--- config.mk ---
export PLATFORM = sky130hd
export DESIGN_NAME = cfg_frame_rx
export DESIGN_NICKNAME = d
export VERILOG_FILES = /design/src/rtl/cfg_frame_rx.sv
export SDC_FILE = /design/constraint.sdc
export NUM_CORES = 1
export LEC_CHECK = 0
export CAP_MARGIN = 20
export CORE_ASPECT_RATIO = 1.1
export CORE_MARGIN = 2
export CORE_UTILIZATION = 54
export CTS_CLUSTER_SIZE = 40
export DETAILED_ROUTE_END_ITERATION = 7
export PLACE_DENSITY = 0.79
export SYNTH_ARGS = -nofsm -noshare
export SYNTH_HDL_FRONTEND = slang
export SYNTH_SLANG_ARGS = --single-unit
--- constraint.sdc ---
create_clock -name clk_sys -period 8.9 [get_ports clk_sys]
set_input_delay 1.78 -clock clk_sys [delete_from_list [all_inputs] [get_ports clk_sys]]
set_output_delay 1.78 -clock clk_sys [all_outputs]
set_load 0.01 [all_outputs]
--- src/rtl/cfg_frame_rx.sv ---
// cfg_frame_rx: receiver for the configuration frame carried on the slink cfg
// byte stream (10-bit words: [7:0] byte, [8] SOF, [9] EOF, qualified by dval).
// Incoming bytes are parsed into shadow registers. When a frame ends, its
// length and content are validated. A good frame updates every cfg_* field in
// the same cycle. Each rejected frame produces an error pulse and a cause code.
// Consecutive rejects are counted, and a sticky request-failure flag is raised
// when the count reaches REQ_MAX.
//
// Build option: define CFG_CHKSUM_EN to append a checksum byte to the frame.
// The 8-bit sum of all bytes, including the checksum byte, must then be zero.
module cfg_frame_rx #(
    parameter int CHN_NUM   = 12,
    parameter int SLINK_NUM = 2,
    parameter int REQ_MAX   = 5
) (
    input  logic                 clk_sys,
    input  logic                 rst_sys,
    input  logic                 self_id_err,
    input  logic                 slink_cfg_dval,
    input  logic [9:0]           slink_cfg_data,
    output logic [31:0]          cfg_md_id,
    output logic [31:0]          cfg_code_rev,
    output logic [CHN_NUM-1:0]   cfg_chn_enable,
    output logic [15:0]          cfg_run_tm,
    output logic [SLINK_NUM-1:0] cfg_slink_chen,
    output logic [7:0]           cfg_com_mode,
    output logic                 cfg_done,
    output logic                 cfg_done_trig,
    output logic                 cfg_frame_err,
    output logic [1:0]           cfg_err_code,
    output logic                 cfg_req_fail
);

    localparam int CHN_BYTES = (CHN_NUM + 7) / 8;
    localparam int DATA_LEN  = 12 + CHN_BYTES;
`ifdef CFG_CHKSUM_EN
    localparam int FRAME_LEN = DATA_LEN + 1;
`else
    localparam int FRAME_LEN = DATA_LEN;
`endif
    localparam int CNT_W = $clog2(FRAME_LEN + 1);

    localparam logic [CNT_W-1:0] FRAME_LEN_C = CNT_W'(FRAME_LEN);
    localparam logic [3:0]       REQ_MAX_C   = 4'(REQ_MAX);

    // Byte offsets of the trailing fields, which shift with CHN_BYTES
    localparam int OFS_CHN   = 8;
    localparam int OFS_RUN   = 8 + CHN_BYTES;
    localparam int OFS_SLINK = 10 + CHN_BYTES;
    localparam int OFS_COM   = 11 + CHN_BYTES;

    localparam logic [1:0] ST_IDLE  = 2'd0;
    localparam logic [1:0] ST_RECV  = 2'd1;
    localparam logic [1:0] ST_CHECK = 2'd2;

    localparam logic [1:0] ERR_LEN  = 2'd1;
    localparam logic [1:0] ERR_SUM  = 2'd2;
    localparam logic [1:0] ERR_DATA = 2'd3;

    // Split the incoming stream word into its fields
    logic [7:0] byte_in;
    logic       sof_in;
    logic       eof_in;
    assign byte_in = slink_cfg_data[7:0];
    assign sof_in  = slink_cfg_data[8];
    assign eof_in  = slink_cfg_data[9];

    // ------------------------------------------------------------------
    // self_id_err crosses into clk_sys through a two-flop synchroniser
    // ------------------------------------------------------------------
    logic [1:0] id_sync_q;
    logic       id_err_s;

    // Two-flop synchroniser for the asynchronous self_id_err input
    always_ff @(posedge clk_sys or posedge rst_sys) begin
        if (rst_sys) begin
            id_sync_q <= 2'b00;
        end else begin
            id_sync_q <= {id_sync_q[0], self_id_err};
        end
    end
    assign id_err_s = id_sync_q[1];

    // ------------------------------------------------------------------
    // Receive FSM and byte counter
    // ------------------------------------------------------------------
    logic [1:0]       state_q, state_d;
    logic [CNT_W-1:0] cnt_q, cnt_d;
    logic             wr_en;      // store byte_in at offset wr_idx
    logic             first_wr;   // the stored byte starts a new frame
    logic [CNT_W-1:0] wr_idx;
    logic             ovr_rej;    // frame filled up without any EOF

    // Next-state logic: SOF always (re)starts at offset 0, so a restart
    // mid-frame silently drops the partial frame
    always_comb begin
        state_d  = state_q;
        cnt_d    = cnt_q;
        wr_en    = 1'b0;
        first_wr = 1'b0;
        wr_idx   = cnt_q;
        ovr_rej  = 1'b0;
        case (state_q)
            ST_IDLE: begin
                if (slink_cfg_dval && sof_in) begin
                    wr_en    = 1'b1;
                    first_wr = 1'b1;
                    wr_idx   = '0;
                    cnt_d    = CNT_W'(1);
                    state_d  = eof_in ? ST_CHECK : ST_RECV;
                end
            end
            ST_RECV: begin
                if (slink_cfg_dval) begin
                    if (sof_in) begin
                        wr_en    = 1'b1;
                        first_wr = 1'b1;
                        wr_idx   = '0;
                        cnt_d    = CNT_W'(1);
                        state_d  = eof_in ? ST_CHECK : ST_RECV;
                    end else begin
                        wr_en  = 1'b1;
                        wr_idx = cnt_q;
                        cnt_d  = cnt_q + 1'b1;
                        if (eof_in) begin
                            state_d = ST_CHECK;
                        end else if (cnt_q + 1'b1 == FRAME_LEN_C) begin
                            // A full frame's worth arrived and EOF is still
                            // missing, so the frame is too long
                            ovr_rej = 1'b1;
                            state_d = ST_IDLE;
                        end
                    end
                end
            end
            ST_CHECK: begin
                state_d = ST_IDLE;
            end
            default: begin
                state_d = ST_IDLE;
            end
        endcase
    end

    // FSM state and byte counter registers
    always_ff @(posedge clk_sys or posedge rst_sys) begin
        if (rst_sys) begin
            state_q <= ST_IDLE;
            cnt_q   <= '0;
        end else begin
            state_q <= state_d;
            cnt_q   <= cnt_d;
        end
    end

    // ------------------------------------------------------------------
    // Shadow byte registers (data bytes only; checksum byte is just summed)
    // ------------------------------------------------------------------
    logic [7:0] sh [DATA_LEN];

    generate
        for (genvar gi = 0; gi < DATA_LEN; gi++) begin : gen_shadow
            logic [7:0] byte_q;

            // Capture the stream byte addressed to this offset
            always_ff @(posedge clk_sys or posedge rst_sys) begin
                if (rst_sys) begin
                    byte_q <= 8'h00;
                end else if (wr_en && (wr_idx == CNT_W'(gi))) begin
                    byte_q <= byte_in;
                end
            end
            assign sh[gi] = byte_q;
        end
    endgenerate

`ifdef CFG_CHKSUM_EN
    // ------------------------------------------------------------------
    // Running 8-bit sum over every stored byte, checksum byte included
    // ------------------------------------------------------------------
    logic [7:0] sum_q, sum_d;

    // Restart the sum on SOF and accumulate on every stored byte
    always_comb begin
        sum_d = sum_q;
        if (first_wr) begin
            sum_d = byte_in;
        end else if (wr_en) begin
            sum_d = sum_q + byte_in;
        end
    end

    // Running checksum register
    always_ff @(posedge clk_sys or posedge rst_sys) begin
        if (rst_sys) begin
            sum_q <= 8'h00;
        end else begin
            sum_q <= sum_d;
        end
    end
`endif

    // ------------------------------------------------------------------
    // Field reassembly from shadow bytes
    // ------------------------------------------------------------------
    logic [31:0]            md_id_sh;
    logic [31:0]            code_rev_sh;
    logic [8*CHN_BYTES-1:0] chn_full;
    logic [15:0]            run_tm_sh;
    logic [7:0]             slink_byte;
    logic [7:0]             com_mode_sh;
    logic                   unused_bits;

    // The two 16-bit halves of each 32-bit field arrive high half second
    assign md_id_sh    = {sh[2], sh[3], sh[0], sh[1]};
    assign code_rev_sh = {sh[6], sh[7], sh[4], sh[5]};
    assign run_tm_sh   = {sh[OFS_RUN], sh[OFS_RUN+1]};
    assign slink_byte  = sh[OFS_SLINK];
    assign com_mode_sh = sh[OFS_COM];

    generate
        for (genvar gi = 0; gi < CHN_BYTES; gi++) begin : gen_chn
            // Channel-enable bytes arrive most significant byte first
            assign chn_full[8*(CHN_BYTES-1-gi) +: 8] = sh[OFS_CHN+gi];
        end
    endgenerate

    // Padding bits above CHN_NUM / SLINK_NUM are received but meaningless
    assign unused_bits = ^{chn_full, slink_byte};

    // ------------------------------------------------------------------
    // Frame validation: length beats checksum beats content
    // ------------------------------------------------------------------
    logic       in_check;
    logic       len_ok;
    logic       sum_ok;
    logic       data_ok;
    logic       commit_s;
    logic       reject_s;
    logic [1:0] rej_code_s;

    assign in_check = (state_q == ST_CHECK);
    assign len_ok   = (cnt_q == FRAME_LEN_C);
`ifdef CFG_CHKSUM_EN
    assign sum_ok   = (sum_q == 8'h00);
`else
    assign sum_ok   = 1'b1;
`endif
    assign data_ok  = (md_id_sh != 32'h0) && (com_mode_sh != 8'h00);
    assign commit_s = in_check && len_ok && sum_ok && data_ok;
    assign reject_s = ovr_rej || (in_check && !commit_s);

    // Reject cause, in priority order
    always_comb begin
        rej_code_s = ERR_DATA;
        if (ovr_rej || !len_ok) begin
            rej_code_s = ERR_LEN;
        end else if (!sum_ok) begin
            rej_code_s = ERR_SUM;
        end
    end

    // ------------------------------------------------------------------
    // Committed configuration, status pulses and failure tracking
    // ------------------------------------------------------------------
    logic [31:0]          md_id_q;
    logic [31:0]          code_rev_q;
    logic [CHN_NUM-1:0]   chn_q;
    logic [15:0]          run_tm_q;
    logic [SLINK_NUM-1:0] slink_q;
    logic [7:0]           com_mode_q;
    logic                 done_q;
    logic                 done_trig_q;
    logic                 frame_err_q;
    logic [1:0]           err_code_q;
    logic                 req_fail_q;
    logic [3:0]           fail_cnt_q;
    logic [3:0]           fail_cnt_d;

    // Consecutive-reject count saturates at REQ_MAX
    assign fail_cnt_d = (fail_cnt_q >= REQ_MAX_C) ? REQ_MAX_C : fail_cnt_q + 4'd1;

    // Atomic commit of all fields, or reject bookkeeping
    always_ff @(posedge clk_sys or posedge rst_sys) begin
        if (rst_sys) begin
            md_id_q     <= '0;
            code_rev_q  <= '0;
            chn_q       <= '0;
            run_tm_q    <= '0;
            slink_q     <= '0;
            com_mode_q  <= '0;
            done_q      <= 1'b0;
            done_trig_q <= 1'b0;
            frame_err_q <= 1'b0;
            err_code_q  <= 2'b00;
            req_fail_q  <= 1'b0;
            fail_cnt_q  <= 4'd0;
        end else begin
            done_trig_q <= commit_s && !id_err_s;
            frame_err_q <= reject_s;
            if (commit_s) begin
                md_id_q    <= md_id_sh;
                code_rev_q <= code_rev_sh;
                chn_q      <= chn_full[CHN_NUM-1:0];
                run_tm_q   <= run_tm_sh;
                slink_q    <= slink_byte[SLINK_NUM-1:0];
                com_mode_q <= com_mode_sh;
                done_q     <= 1'b1;
                fail_cnt_q <= 4'd0;
            end
            if (reject_s) begin
                err_code_q <= rej_code_s;
                fail_cnt_q <= fail_cnt_d;
                if (fail_cnt_d == REQ_MAX_C) begin
                    req_fail_q <= 1'b1;
                end
            end
        end
    end

    assign cfg_md_id      = md_id_q;
    assign cfg_code_rev   = code_rev_q;
    assign cfg_chn_enable = chn_q;
    assign cfg_run_tm     = run_tm_q;
    assign cfg_slink_chen = slink_q;
    assign cfg_com_mode   = com_mode_q;
    assign cfg_done       = done_q;
    assign cfg_done_trig  = done_trig_q;
    assign cfg_frame_err  = frame_err_q;
    assign cfg_err_code   = err_code_q;
    assign cfg_req_fail   = req_fail_q;

endmodule

== After elaboration in Yosys (flattened, before gate mapping) ==
Index checks and enable logic that the tools add are counted.

* Bits of input ports: 14
* ROM bits: 0
* Memories: 0
* Register bits: 222
* Bits in latches: 0
* Output and inout bits: 108
* Word-level logic and storage cells: 114
* Bits in writable memories: 0

* $mul: 0
* Bitwise gates (word level): 0
* Divide/modulo/power cells: 0
* Reduce and logical (&&, ||, !) cells: 34
* Add/sub/neg operators: 2
* Mux-type cells: 27
* Eq/ne operators: 21
* $lt $le $gt $ge: 1
* Shifts and indexed selects: 0

{| class="wikitable"
|+ Operator list
! kind !! count
|-
| $mux W4 || 9
|-
| $eq A4 B4 Y1 const B || 8
|-
| $reduce_bool A32 Y1 || 1
|-
| $eq A4 B3 Y1 const B || 5
|-
| $logic_and A1 B1 Y1 || 20
|-
| $pmux W4 S2 || 2
|-
| $mux W2 || 7
|-
| $add A4 B1 Y4 const B || 2
|-
| $eq A4 B2 Y1 const B || 2
|-
| $reduce_bool A8 Y1 || 1
|-
| $mux W1 || 7
|-
| $reduce_and A3 Y1 || 2
|-
| $eq A4 B1 Y1 const B || 1
|-
| $ge A4 B3 Y1 const B || 1
|-
| $logic_not A4 Y1 || 1
|-
| $ne A2 B2 Y1 const B || 2
|-
| $ne A4 B4 Y1 const B || 1
|-
| $pmux W2 S2 || 1
|-
| $reduce_bool A2 Y1 || 2
|-
| $logic_not A1 Y1 || 3
|-
| $eq A2 B1 Y1 const B || 1
|-
| $eq A2 B2 Y1 const B || 1
|-
| $logic_not A2 Y1 || 1
|-
| $logic_or A1 B1 Y1 || 2
|-
| 2 further kinds || 2
|}

== Logic depth before layout (Yosys ltp) ==
* Depth after elaboration: 9
* Gate-level depth with buffers: 8
* Depth with buffers taken out: 7

== Worst setup path after synthesis ==
Ideal clock, no wire load.

* Path type: in2reg
* Start point: input port slink_cfg_dval
* End point: register gen_shadow[13].byte_q[0], in the netlist com_mode_sh[0]
* Buffers on the path: 1
* Setup slack: 5,683 ps
* Library setup time: 125 ps
* Stages: 7
* Arrival: 3,092 ps
* Cell sequence: inv_1 -> nor2_2 -> nand3b_4 -> nor3_2 -> and3_1 -> buf_2 -> mux2_2

* Cells in the longest elaborated chain, start to end: 5
* Elaborated cells between the ends (all ways): 9

{| class="wikitable"
|+ RTL lines
! item !! RTL line !! RTL
|-
| from (decl) || 19 || <nowiki>input logic slink_cfg_dval,</nowiki>
|-
| $logic_and A1 B1 Y1 || 105 || <nowiki>if (slink_cfg_dval && sof_in) begin</nowiki>
|-
| $mux W4 || 105 ||
|-
| $pmux W4 S2 || 103 || <nowiki>case (state_q)</nowiki>
|-
| $eq A4 B4 Y1 || 169 || <nowiki>end else if (wr_en && (wr_idx == CNT_W'(gi))) begin</nowiki>
|-
| $logic_and A1 B1 Y1 (*) || 169 ||
|-
| to (signal assigned) || 170 || <nowiki>byte_q <= byte_in;</nowiki>
|-
| to (decl) || 163 || <nowiki>logic [7:0] byte_q;</nowiki>
|}

Every way passes the cells marked *; elsewhere a longest branch is shown, timed or not.
A chain may end at the register's enable or synchronous reset.

== Worst setup path after layout ==
* Start point: input port slink_cfg_dval
* End point: register gen_shadow[0].byte_q[5]

* Cells in the longest elaborated chain, start to end: 5
* Elaborated cells between the ends (all ways): 9

{| class="wikitable"
|+ RTL lines
! item !! RTL line
|-
| $logic_and A1 B1 Y1 || 105
|-
| $mux W4 || 105
|-
| $pmux W4 S2 || 103
|-
| $logic_not A4 Y1 || 169
|-
| $logic_and A1 B1 Y1 (*) || 169
|-
| to (signal assigned) || 170
|-
| to (decl) || 163
|}

Marked as above.

==> flow_metrics.tcl <==
set metrics [dict create \
    routed-via-count 5010 \
    final.setup.worst_slack_ps 5310 \
    cts_resized 0 \
    wirelength_mm 17.7 \
    p_per_area_nw_per_um2 206 \
    leakagePower_nw 5.34 \
    ys.flop_type "dfrtp_1" \
    place_hpwl_mm 11.5 \
    max_freq_mhz 278 \
    cts_root_buffer "clkbuf_16" \
    track_usage 0.212 \
    pwr-share-comb 0.088 \
    peakVddDrop_uv 167 \
    switchingPower_mw 0.527 \
    core_um2 15700 \
    overflow 0 \
    timing.max_cap.violations 0 \
    area_growth_pct 23.8 \
    die-width_um 125 \
    post_cts_buffers 0 \
    vias_per_cell 5.58 \
    p_total_mw 2.23 \
    whs_ps 347 \
    clockPowerShare 0.397 \
    final-max-slew-violation-count 0 \
    cts_buffer_depth 3 \
    cp_max_fo 8 \
    num_rows 48 \
    synthArstFlopShare 1.00 \
    rsz0062_at_grt "false" \
    min_delay_path_depth 0 \
    synth-edff-count 0 \
    ant_nets 0 \
    dpl-instance-area_um2 10100 \
    gp_congestion 0.839 \
    pre_cts_slack_ps 4820 \
    initialDrtViolationCount 177 \
    intPower_mw 1.70 \
    synth_cells 560 \
    synth_area_um2 8710 \
    post-route-period-util 0.404 \
    clock_insertion_delay_worst_skew_ps 490 \
    endpoint_kind "flip-flop" \
    drive_gt1_frac 0.361 \
    grt_pass1_vias 5398 \
    clk_pin_slew_ps 60 \
    slew_headroom 0.438 \
    fillers 1091 \
    hp-class "flip-flop to flip-flop" \
    num_io_pins 122 \
    cp.required_ps 9260 \
    drc 0 \
    start_util 0.553 \
    ys_warn_count 0 \
    avgSynthCellArea_um2 15.5 \
    dieArea_um2 17200 \
    ys_seq_area_frac 0.638 \
    cp_data_arrival_time_ps 3960 \
    crit_slowest_cell "nor2b_1" \
    worstMarginPinSlew_ps 843 \
    clock-sinks 222 \
    synthDistinctLibCells 42 \
    antenna_found_initial 0 \
    holdBufCountCts 0 \
    hold_viol 0 \
    ys_seq_elements 222 \
    fin_skew_ps 14.0 \
    cts_max_level 1 \
    grt_pass1_wl_mm 28.9 \
    min_period_ps 3590 \
    status "completed" \
    setup_viol 0 \
    drtPass1Iterations 4 \
    wl_per_cell_um 19.7 \
    power_frac_seq 0.515 \
    swShare 0.237 \
    port_buffers 121 \
    grt_max_degree 155 \
    final_area_um2 10800 \
    slowest_delay_ps 570 \
    criticalPathCategory "input port to flip-flop" \
    synth_fp_nets 580 \
    die_h_um 137 \
    cp-start-kind "input port" \
    nets 703 \
    cts_tree "yes" \
    crit_chain "clkdlybuf4s50_1, inv_1, nor2_2, nand2_1, o21ai_1, nor2b_1, mux2_2" \
    cts-buffers-inserted 22 \
    r2r.worst_path.cells 6 \
    diodes 0 \
    tns_ps 0 \
]
## worst paths after layout
| kind | end | from | slack (ps) |
|---|---|---|---|
| setup / recovery | gen_shadow[0].byte_q[5]$_DFFE_PP0P_ | slink_cfg_dval | 5310 |
| hold / removal | id_sync_q[1]$_DFF_PP0_ | id_sync_q[0]$_DFF_PP0_ | 350 |
| setup reg to reg | cfg_md_id[1]$_DFFE_PP0P_ | gen_shadow[0].byte_q[2]$_DFFE_PP0P_ | 5630 |
| hold reg to reg | id_sync_q[1]$_DFF_PP0_ | id_sync_q[0]$_DFF_PP0_ | 350 |
| max in group asynchronous | cfg_com_mode[4]$_DFFE_PP0P_ | rst_sys | 5530 |
| min in group asynchronous | cfg_done_trig$_DFF_PP0_ | rst_sys | 1680 |
## state kept, by name (all words and copies together), names as in the netlist
signal             count
cfg_run_tm            16
cfg_chn_enable        12
cfg_code_rev          32
cfg_com_mode           8
cfg_done_trig          1
cfg_slink_chen         2
cfg_frame_err          1
gen_shadow.byte_q     94
cnt_q                  4
fail_cnt_q             4
cfg_err_code           2
cfg_md_id             32
id_sync_q              2
cfg_req_fail           1
com_mode_sh            8
cfg_done               1
state_q                2
## power groups by stage
stage	sequential, mW	combinational, mW	clock (mW)
4_1_cts	1.15	0.198	0.902
3_5_place_dp	1.16	0.197	0
6_report	1.15	0.196	0.884
3_3_place_gp	1.16	0.185	0
2_1_floorplan	1.14	0.145	0
5_1_grt	1.16	0.219	0.942
## metrics by stage
step,utilization,cells
2_1_floorplan,-,560
3_3_place_gp,0.639,858
3_5_place_dp,0.639,858
4_1_cts,0.683,897
5_1_grt,0.685,898
6_report,0.685,898
## cells in the mapped netlist (all sizes together), types with 4 or more instances
library cell | instances | share of area
a21oi | 6 | 0.0034
and3 | 4 | 0.0029
buf | 16 | 0.013
clkbuf | 9 | 0.0039
dfrtp | 222 | 0.64
ha | 6 | 0.0086
inv | 9 | 0.0039
mux2 | 204 | 0.26
nand2 | 15 | 0.0065
nand2b | 6 | 0.0043
nor2 | 9 | 0.0042
nor3 | 6 | 0.0072
nor4 | 10 | 0.0072
o21ai | 11 | 0.0063
## layout by cell type, fill, tap and decap left out, types with 2 or more instances in the layout
cell / netlist / layout
ha_1: 6 / 6
a21o_1: 3 / 3
nand3_1: 2 / 2
clkbuf_1: 9 / 4
o21ai_0: 9 / 9
clkbuf_8: 0 / 6
nor3_1: 2 / 2
nor4_1: 10 / 10
and3_1: 4 / 4
nand2b_1: 6 / 6
mux2_2: 203 / 203
a22o_1: 2 / 2
o21ai_1: 2 / 2
clkdlybuf4s50_1: 0 / 121
a21oi_1: 6 / 6
nor3_2: 2 / 2
nor3_4: 2 / 2
inv_1: 9 / 8
o22a_1: 2 / 2
nand4_1: 2 / 2
nor2_1: 8 / 8
nand2_1: 15 / 15
clkinv_2: 0 / 6
clkbuf_16: 0 / 23
buf_4: 2 / 2
dfrtp_1: 222 / 222
## area by class of cell
type	instances	area, um2	area share
sequential	222	5560	0.515
clock buffer	33	673	0.0624
inverter	9	41.3	0.00383
tap	200	250	0.0232
clock inverter	6	30.0	0.00279
multi-input combinational	304	2980	0.276
timing repair buffer	124	1250	0.116
## routing by layer
metal / vias up / track usage / wire length (um)
met3: 32 / 0.0497 / 1050
li1: 2244 / - / -
met5: - / 0 / 0
met1: 2605 / 0.263 / 7140
met2: 129 / 0.375 / 9070
met4: 0 / 0.0642 / 426
## critical path: cells and delay by family
family / cells / cell delay, ps
compound gates: 1 / 180
buf+inv: 2 / 600
mux: 1 / 410
simple gates: 3 / 990
## cells by family after synthesis
| family | Yosys count | synth area share |
|---|---|---|
| xor+xnor | 1 | 0.00101 |
| flops | 222 | 0.638 |
| fa+ha+maj | 6 | 0.00862 |
| buf+inv | 34 | 0.0204 |
| mux | 204 | 0.264 |
| simple gates | 64 | 0.0467 |
| compound gates | 29 | 0.0214 |
(Power assumes the default switching activity.)
